**config.mk**
```make
export PLATFORM = sky130hd
export DESIGN_NAME = pc_sched_unit
export DESIGN_NICKNAME = d
export VERILOG_FILES = /design/src/rtl/pc_sched_pkg.sv /design/src/rtl/pc_ctx_table.sv /design/src/rtl/pc_sched_unit.sv
export SDC_FILE = /design/constraint.sdc
export NUM_CORES = 1
export LEC_CHECK = 0
export ABC_CLOCK_PERIOD_IN_PS = 6100
export CAP_MARGIN = 20
export CORE_ASPECT_RATIO = 0.5
export CORE_MARGIN = 5
export CORE_UTILIZATION = 56
export CTS_CLUSTER_DIAMETER = 50
export DETAILED_ROUTE_END_ITERATION = 16
export GPL_TIMING_DRIVEN = 0
export PLACE_DENSITY = 0.81
export SETUP_SLACK_MARGIN = 0.15
export SLEW_MARGIN = 20
export SYNTH_ARGS = -nofsm -noshare
export SYNTH_HDL_FRONTEND = slang
export SYNTH_SLANG_ARGS = --single-unit
```
**constraint.sdc**
```tcl
create_clock -name clock -period 6.1 [get_ports clock]
set_input_delay 1.22 -clock clock [delete_from_list [all_inputs] [get_ports clock]]
set_output_delay 1.22 -clock clock [all_outputs]
set_load 0.01 [all_outputs]
```
**src/rtl/pc_sched_pkg.sv**
```systemverilog
// Shared types and helpers for the multi-program PC scheduler.
// Branch encodings, the OS slot id and the round-robin successor.
package pc_sched_pkg;

    typedef enum logic [2:0] {
        BR_SEQ = 3'b000,
        BR_JMP = 3'b001,
        BR_BEQ = 3'b010,
        BR_JR  = 3'b011,
        BR_BNE = 3'b100,
        BR_BLT = 3'b101,
        BR_BLE = 3'b110
    } branch_op_e;

    localparam int OS_PROG = 0;

    // Successor of id among user programs 1..n-1; the OS slot is never chosen.
    function automatic int next_rr(input int id, input int n);
        if (id + 1 >= n) return 1;
        return id + 1;
    endfunction

endpackage

```
**src/rtl/pc_ctx_table.sv**
```systemverilog
// Per-program saved-PC register file.
// One synchronous write port, one combinational read port, cleared on reset.
module pc_ctx_table #(
    parameter int ADDR_W    = 32,
    parameter int NUM_PROGS = 4,
    localparam int IDW      = $clog2(NUM_PROGS)
) (
    input  logic              i_clk,
    input  logic              i_rst,
    input  logic              i_we,
    input  logic [IDW-1:0]    i_wr_idx,
    input  logic [ADDR_W-1:0] i_wr_data,
    input  logic [IDW-1:0]    i_rd_idx,
    output logic [ADDR_W-1:0] o_rd_data
);

    logic [ADDR_W-1:0] r_ctx [NUM_PROGS];

    always_ff @(posedge i_clk) begin
        if (i_rst) begin
            for (int i = 0; i < NUM_PROGS; i++) r_ctx[i] <= '0;
        end else if (i_we) begin
            r_ctx[i_wr_idx] <= i_wr_data;
        end
    end

    assign o_rd_data = r_ctx[i_rd_idx];

endmodule

```
**src/rtl/pc_sched_unit.sv**
```systemverilog
// Program counter with quantum-preemptive multi-program scheduling.
// Optional PC_BOUNDS_CHECK_EN traps any user pc leaving its slot.
module pc_sched_unit
    import pc_sched_pkg::*;
#(
    parameter int ADDR_W        = 32,
    parameter int NUM_PROGS     = 4,
    parameter int SLOT_SIZE     = 200,
    parameter int FIRST_PREEMPT = 2,
    parameter int RESET_ADDR    = 199,
    localparam int IDW          = $clog2(NUM_PROGS)
) (
    input  logic              clock,
    input  logic              reset,
    input  logic              stop,
    input  logic [2:0]        branch_op,
    input  logic [ADDR_W-1:0] branch_tgt,
    input  logic [ADDR_W-1:0] branch_tgt_r,
    input  logic              zero,
    input  logic              negative,
    input  logic              load_pc,
    input  logic [ADDR_W-1:0] load_pc_addr,
    input  logic              end_program,
    input  logic              change_program,
    input  logic              set_quantum,
    input  logic [IDW-1:0]    ctx_rd_idx,
    output logic [ADDR_W-1:0] pc,
    output logic [ADDR_W-1:0] saved_pc,
    output logic [ADDR_W-1:0] ctx_rd_pc,
    output logic [IDW-1:0]    active_prog,
    output logic [IDW-1:0]    next_prog,
`ifdef PC_BOUNDS_CHECK_EN
    output logic              bounds_fault,
`endif
    output logic              preempt
);

    logic [ADDR_W-1:0] r_pc;
    logic [ADDR_W-1:0] r_saved_pc;
    logic [ADDR_W-1:0] r_quantum;
    logic [ADDR_W-1:0] r_inst_cnt;
    logic [IDW-1:0]    r_active;
    logic [IDW-1:0]    r_next;
    logic              r_preempt;

    logic [ADDR_W-1:0] w_off;
    logic [ADDR_W-1:0] w_load_off;
    logic [ADDR_W-1:0] w_pc_inc;
    logic [ADDR_W-1:0] w_tgt_off;
    logic [ADDR_W-1:0] w_br_pc;
    logic [ADDR_W:0]   w_cnt_inc;
    logic [ADDR_W-1:0] w_chg_sum;
    logic [ADDR_W-1:0] w_chg_mod;
    logic [IDW-1:0]    w_chg_id;
    logic [IDW-1:0]    w_trap_next;
    logic [ADDR_W-1:0] w_save_val;
    logic              w_seq;
    logic              w_q_exp;
    logic              w_fault;
    logic              w_trap;
    logic              w_ctx_we;

    assign w_off      = ADDR_W'(r_active) * ADDR_W'(SLOT_SIZE);
    assign w_load_off = ADDR_W'(r_next) * ADDR_W'(SLOT_SIZE);
    assign w_pc_inc   = r_pc + 1'b1;
    assign w_tgt_off  = branch_tgt + w_off;
    assign w_seq      = (branch_op == BR_SEQ);

    always_comb begin
        w_br_pc = w_pc_inc;
        case (branch_op)
            BR_JMP:  w_br_pc = w_tgt_off;
            BR_BEQ:  if (zero) w_br_pc = w_tgt_off;
            BR_BNE:  if (!zero) w_br_pc = w_tgt_off;
            BR_BLT:  if (negative) w_br_pc = w_tgt_off;
            BR_BLE:  if (negative || zero) w_br_pc = w_tgt_off;
            BR_JR:   w_br_pc = branch_tgt_r;
            default: w_br_pc = w_pc_inc;
        endcase
    end

    // The instruction issuing this cycle counts toward the quantum.
    assign w_cnt_inc = {1'b0, r_inst_cnt} + 1'b1;
    assign w_q_exp   = (r_quantum != '0)
                     && (w_cnt_inc >= {1'b0, r_quantum})
                     && (r_active >= IDW'(FIRST_PREEMPT));

`ifdef PC_BOUNDS_CHECK_EN
    logic [ADDR_W-1:0] w_slot_end;
    logic              r_bounds_fault;
    assign w_slot_end = w_off + ADDR_W'(SLOT_SIZE - 1);
    assign w_fault    = (r_active != IDW'(OS_PROG)) && !load_pc
                     && ((w_br_pc < w_off) || (w_br_pc > w_slot_end));
    assign bounds_fault = r_bounds_fault;
`else
    assign w_fault = 1'b0;
`endif

    assign w_trap = ((end_program || change_program || w_q_exp) && w_seq)
                  || w_fault;

    assign w_chg_sum = branch_tgt_r + 1'b1;
    assign w_chg_mod = w_chg_sum % ADDR_W'(NUM_PROGS);
    assign w_chg_id  = (w_chg_mod == '0) ? IDW'(1) : IDW'(w_chg_mod);

    assign w_trap_next = (change_program && w_seq) ? w_chg_id
                       : IDW'(next_rr(int'(r_active), NUM_PROGS));

    assign w_save_val = ((end_program && w_seq) || w_fault) ? r_pc : w_pc_inc;
    assign w_ctx_we   = w_trap && !stop && !reset;

    always_ff @(posedge clock) begin
        if (reset) begin
            r_pc       <= ADDR_W'(RESET_ADDR);
            r_saved_pc <= '0;
            r_quantum  <= '0;
            r_inst_cnt <= '0;
            r_active   <= IDW'(1);
            r_next     <= IDW'(1);
            r_preempt  <= 1'b0;
        end else begin
            r_preempt <= 1'b0;
            if (set_quantum) r_quantum <= branch_tgt_r;
            if (!stop) begin
                if (w_trap) begin
                    r_saved_pc <= w_save_val;
                    r_pc       <= '0;
                    r_active   <= IDW'(OS_PROG);
                    r_next     <= w_trap_next;
                    r_inst_cnt <= '0;
                    r_preempt  <= 1'b1;
                end else if (load_pc) begin
                    r_active   <= r_next;
                    r_pc       <= load_pc_addr + w_load_off;
                    r_inst_cnt <= '0;
                end else begin
                    r_pc <= w_br_pc;
                    if (r_active != IDW'(OS_PROG) && r_inst_cnt != '1)
                        r_inst_cnt <= r_inst_cnt + 1'b1;
                end
            end
        end
    end

`ifdef PC_BOUNDS_CHECK_EN
    always_ff @(posedge clock) begin
        if (reset) r_bounds_fault <= 1'b0;
        else       r_bounds_fault <= w_fault && !stop;
    end
`endif

    pc_ctx_table #(
        .ADDR_W    (ADDR_W),
        .NUM_PROGS (NUM_PROGS)
    ) u_ctx (
        .i_clk     (clock),
        .i_rst     (reset),
        .i_we      (w_ctx_we),
        .i_wr_idx  (r_active),
        .i_wr_data (w_save_val),
        .i_rd_idx  (ctx_rd_idx),
        .o_rd_data (ctx_rd_pc)
    );

    assign pc          = r_pc;
    assign saved_pc    = r_saved_pc;
    assign active_prog = r_active;
    assign next_prog   = r_next;
    assign preempt     = r_preempt;

endmodule

```
* Yosys cells after proc, flatten, opt, wreduce, memory -nomap -nowiden
Memory sizes are Yosys's and may differ from the RTL's.
Cells that the tools add are included.
** Storage, ports and cells
- Output and inout port bits :: 101
- Word-level logic and storage cells :: 79
- Memories :: 1
- RAM bits :: 128
- Bits of input ports :: 110
- Register bits :: 133
** Memory list
- u_ctx.r_ctx :: words 4, width 32, read ports 1, clocked after Yosys merged registers in 0, write ports 4, RTL line pc_ctx_table.sv:17 : logic [ADDR_W-1:0] r_ctx [NUM_PROGS];
** Operators by class
- Multipliers :: 2
- $add $sub $neg :: 7
- Equality and inequality tests :: 7
- Magnitude comparators :: 3
- Bitwise logic cells :: 1
- Reductions and logical operators :: 24
- Multiplexer cells :: 27
** Operator list (number)
- 2-to-1 mux 32 bit :: 11
- case mux 32 bit (6 select lines) :: 1
- adder 32 x 1 -> 32 bit (second input constant) :: 2
- adder 32 x 10 -> 32 bit :: 2
- adder 32 x 1 -> 33 bit (second input constant) :: 1
- >= comparator 33 x 32 -> 1 bit :: 1
- zero test 32 bit :: 1
- inequality test 32 bit (second input constant) :: 1
- nonzero test 32 bit :: 1
- OR reduction 32 bit :: 1
- multiplier 2 x 5 -> 7 bit (second input constant) :: 2
- 2-to-1 mux 2 bit :: 6
- == test 3 bit (second input constant) :: 3
- 2-to-1 mux 1 bit :: 9
- logical AND 1 bit :: 8
- == test 3 x 2 -> 1 bit (second input constant) :: 2
- AND reduction 2 bit :: 3
- nonzero test 2 bit :: 2
- adder 2 x 1 -> 3 bit (second input constant) :: 1
- == test 3 x 1 -> 1 bit (second input constant) :: 1
- >= comparator 3 bit (second input constant) :: 1
- zero test 3 bit :: 1
- logical OR 1 bit :: 3
- nonzero test 3 bit :: 1
- 5 further kinds :: 6

* Longest topological paths before layout
- Depth in word-level cells :: 13
- Depth in mapped cells :: 17
- Gate-level depth less buffers :: 14

* Cells and area by module
From an unflattened synthesis, not the netlist that was laid out.
** Second synthesis, totals
- Cell total of the unflattened synthesis :: 1521
- Area, all modules :: 15110.7 um^2
** By module, submodules not included
- pc_sched_unit :: area an instance 9489.1 um^2, times used 1, seq. area each 2662.6 um^2, cells each 1204
- pc_ctx_table :: area an instance 5621.6 um^2, times used 1, seq. area each 3843.7 um^2, cells each 317

* Worst setup path after synthesis
OpenSTA, ideal clock, no wires.
- Kind :: reg-to-reg
- Start point :: reg r_inst_cnt[0]
- End point :: mem u_ctx.r_ctx[0][0], enable pin
- Setup slack :: 1596 ps
- Clock period less this slack :: 4504 ps
- Data required time :: 5711 ps
- Cell stages (with the launch flop) :: 17
- Path buffers :: 2
- Library setup time :: 389 ps
- Arrival :: 4115 ps
- Cells stage by stage :: dfxtp_1 ha_1 nand4_1 or3_4 or3_1 o21ai_0 nand2_1 ha_1 nand4_2 o41ai_2 nand3_1 a31oi_4 o211a_1 buf_2 buf_2 nand2_1 nand2_1
** RTL lines
- start, declared :: RTL line pc_sched_unit.sv:41 : logic [ADDR_W-1:0] r_inst_cnt;
- start signal, assigned :: RTL line pc_sched_unit.sv:139 : r_inst_cnt <= r_inst_cnt + 1'b1;
- end, declared :: RTL line pc_ctx_table.sv:17

==> impl_metrics.ini <==
[clock_tree]
clk_latency_ns = 0.57
cts_inserted_buffers = 25
clock_tree.root_cell = clkbuf_16
tritoncts_clock_tree = done
clock-sinks = 261
worst_setup_hold_path_clk_slew_ns = 0.07
cts.htree.levels = 1
ctsResizeCount = 0
cts.path.max_buffers = 3
cts_setup_buffers = 0
cts_hold_repair.buffers = 0

[sta]
worst_pin_slew_ns = 1.000
fmaxAchievable_ghz = 0.1809
final.setup.tns_ns = 0
finalClockSkew_ns = 0.01482
setup_viol = 0
unrepaired_setup_endpoints_after_global_routing = false
timing.final.ws_setup_ns = 0.5711
layout_min_cycle_time_ns = 5.529
fin_crit_sh_pct = 90.64
finalHoldViolCount = 0
maxSlewViolCount = 0
timing.slew.headroom_pct = 33.33

[floorplanning]
fp.dieH_um = 127.8
num_io_pins = 211
floorplan.rows = 43
die_x_um = 245.5
die_area_mm2 = 0.03137
effective_utilization_at_floorplan_pct = 56.50
core_mm2 = 0.02749

[run]
drv_cap = 0

[critical_path]
r2r_start = r_inst_cnt[0]
critical_path.endpoint_type = register
timing.critical_path.slowest_cell_delay_ns = 0.86
timing.critical_path.max_delay_family = compound AO/OA/AOI/OAI gates
path_buf_inv = 2
arrival_ns = 5.71
critical_path.cell_chain = ha_1, nand4_1, or3_4, nor4_4, nand3_1, xnor2_1, ha_1, nand4_1, o41ai_2, nand3_1, a31oi_4, o211a_1, buf_2, buf_2, a31o_2
critPathMaxFanout = 32
worst-setup-path-type = reg -> reg
cpMaxStageDelayCell = a31o_2
worst_setup_path_startpoint = r_inst_cnt[0]
worst_setup_path_start_kind = register
crit_required_ns = 6.28

[place]
dp_slack_ns = 0.6075
gp_congestion = 1.014
placement.io_buffers = 205
final_hpwl_dp_um = 38060

[drt]
drt-pass1-iter-count = 8
drc = 0
drtAntennaViolNets = 0
avgViaCountPerCell = 6.099
num_vias = 13610
routed_wirelength_um = 50110
wire_per_inst_um = 22.45
detailedRoute.firstIterationViolations = 1255

[layout]
fin_nets = 1997
fillers = 2107
post_route_cells_drive_above_1_share_pct = 10.87
layout_commonest_cell = nor2_1
layout.core_utilization_pct = 68.97
final_cell_mix = 216 x nor2_1, 205 x clkdlybuf4s50_1, 144 x nand2_1, 133 x dfxtp_1, 128 x edfxtp_1
synthToLayoutAreaGrowth_pct = 22.06

[run_status]
outcome = finished, final reports clean

[logic_synthesis]
synthArstFlopShare_pct = 0
netlist_area_before_placement_mm2 = 0.01553
synth.lib_cells_used.distinct = 83
synth_enable_flop_cells = 128
syn_nets = 1763
ys_ff_latch = 261
syn-instance-count = 1597
postSynth.topFlopCell = dfxtp_1
yosysSeqAreaShare_pct = 41.88
post_synth_main_area_contributors = edfxtp_1 25%, dfxtp_1 17%, nor2_1 5.2%, mux4_2 4.6%, ha_1 4.3%
ys.warnings.count = 0
postSynthAreaPerCell_um2 = 9.727
synth_top_cell_area_share_pct = 24.74
synth_top_area_cell = edfxtp_1

[power_and_ir_drop]
vdd_ir_drop_max_v = 0.0001921
total_leakage_power_uw = 0.006687
power.density_mw_per_mm2 = 229.0

[grt]
antenna_found_initial = 1
pin_count_of_the_biggest_net_entering_global_routing = 33
globalRouteTotalUtil_pct = 30.97
grt_first_pass_wirelength_um = 75740
overflow = 0
grt_pass1_vias = 13100

[min_path]
critical_hold_path_startpoint = r_quantum[14]
hold_path.class = reg -> reg
[final cells by class]
class	count	area, µm²	share of cell area, %
repair buffers	207	2100	11.07
diodes	1	2.502	0.01320
clock inverters	13	175.2	0.9238
clock buffers	32	661.9	3.491
well taps	382	478.0	2.521
inverters	83	311.5	1.643
plain buffers	101	501.7	2.646
flip-flops and latches	261	6506	34.31
multi-input cells	1152	8224	43.37
[worst register-to-register path, stage by stage, from the launching register on]
cell     delay, ns
dfxtp_1       0.50
ha_1          0.32
nand4_1       0.20
or3_4         0.42
nor4_4        0.38
nand3_1       0.16
xnor2_1       0.18
ha_1          0.32
nand4_1       0.17
o41ai_2       0.39
nand3_1       0.18
a31oi_4       0.30
o211a_1       0.27
buf_2         0.20
buf_2         0.28
a31o_2        0.86
[cell families (layout without fill, tap and decap cells)]
group,after synthesis,count (layout),synth area share [%]
AOI/OAI and AO/OA,257,257,13.16
buffers and inverters,184,436,5.236
xor gates and xnor gates,126,126,7.104
and+or+nand+nor,645,645,21.04
adders and majority gates,56,56,4.607
DFF,261,261,41.88
other,0,1,0
muxes,68,68,6.967
[flip-flops by register name (all words and copies together) (netlist names)]
signal,flops
active_prog,2
next_prog,2
pc,32
preempt,1
r_inst_cnt,32
r_quantum,32
saved_pc,32
u_ctx.r_ctx,128
[metrics by stage]
step / hold slack (ns) / total power [µW] / area [µm²] / instances
6_report: 0.4955 / 4342 / 18960 / 2232
3_3_place_gp: 0.4764 / 2702 / 18060 / 2184
3_5_place_dp: 0.4871 / 2710 / 18120 / 2186
4_1_cts: 0.4974 / 4331 / 18960 / 2231
2_1_floorplan: 0.4604 / 2370 / 15530 / 1597
5_1_grt: 0.5192 / 4476 / 18960 / 2232
[worst paths after layout]
kind	slack (ns)	cells past startpoint	to
min	0.50	2	r_quantum[14]
max	0.57	15	u_ctx.r_ctx[3][22]
max reg2reg	0.57	15	u_ctx.r_ctx[3][22]
min reg2reg	0.50	2	r_quantum[14]
[where the power goes]
part           internal [µW]  switching (µW)  total [µW]
Clock                    908             744        1650
Sequential              1900            50.7        1950
Combinational            308             429         737
Total                   3120            1220        4340
[layer usage]
layer | up-vias | wire (µm) | track usage [%] | part of all wire [%]
met5 | - | 0 | 0 | 0
met4 | 0 | 2077 | 11.11 | 4.1
met3 | 131 | 4214 | 6.188 | 8.4
met2 | 638 | 23770 | 51.17 | 47
met1 | 6548 | 20040 | 41.08 | 40
li1 | 6296 | - | - | -
[synthesized netlist by cell type (4+ instances only)]
cell type / n
nand4_1: 42
a31oi_1: 4
buf_6: 8
edfxtp_1: 128
o21ai_0: 32
buf_2: 26
a32o_1: 15
xnor2_1: 74
o21a_1: 5
nor2_4: 11
and4_1: 11
a221oi_1: 11
a222oi_1: 7
xor2_1: 52
a21o_1: 7
clkbuf_1: 53
nand4b_1: 5
o221ai_1: 12
nor2_2: 20
nand3_1: 66
nand2_1: 146
or3_1: 10
and3_1: 18
o221ai_2: 13
ha_1: 54
and2_1: 8
a211oi_1: 37
a22o_1: 5
buf_4: 5
inv_1: 83
a21oi_1: 45
nor2_1: 216
nor3_1: 31
o22ai_2: 10
mux2i_1: 35
a22oi_1: 4
mux4_2: 32
nor4_1: 21
dfxtp_1: 133
o211ai_1: 10
o22ai_1: 8
nand2b_1: 12
buf_1: 8
Power figures use the tool's default switching activity.
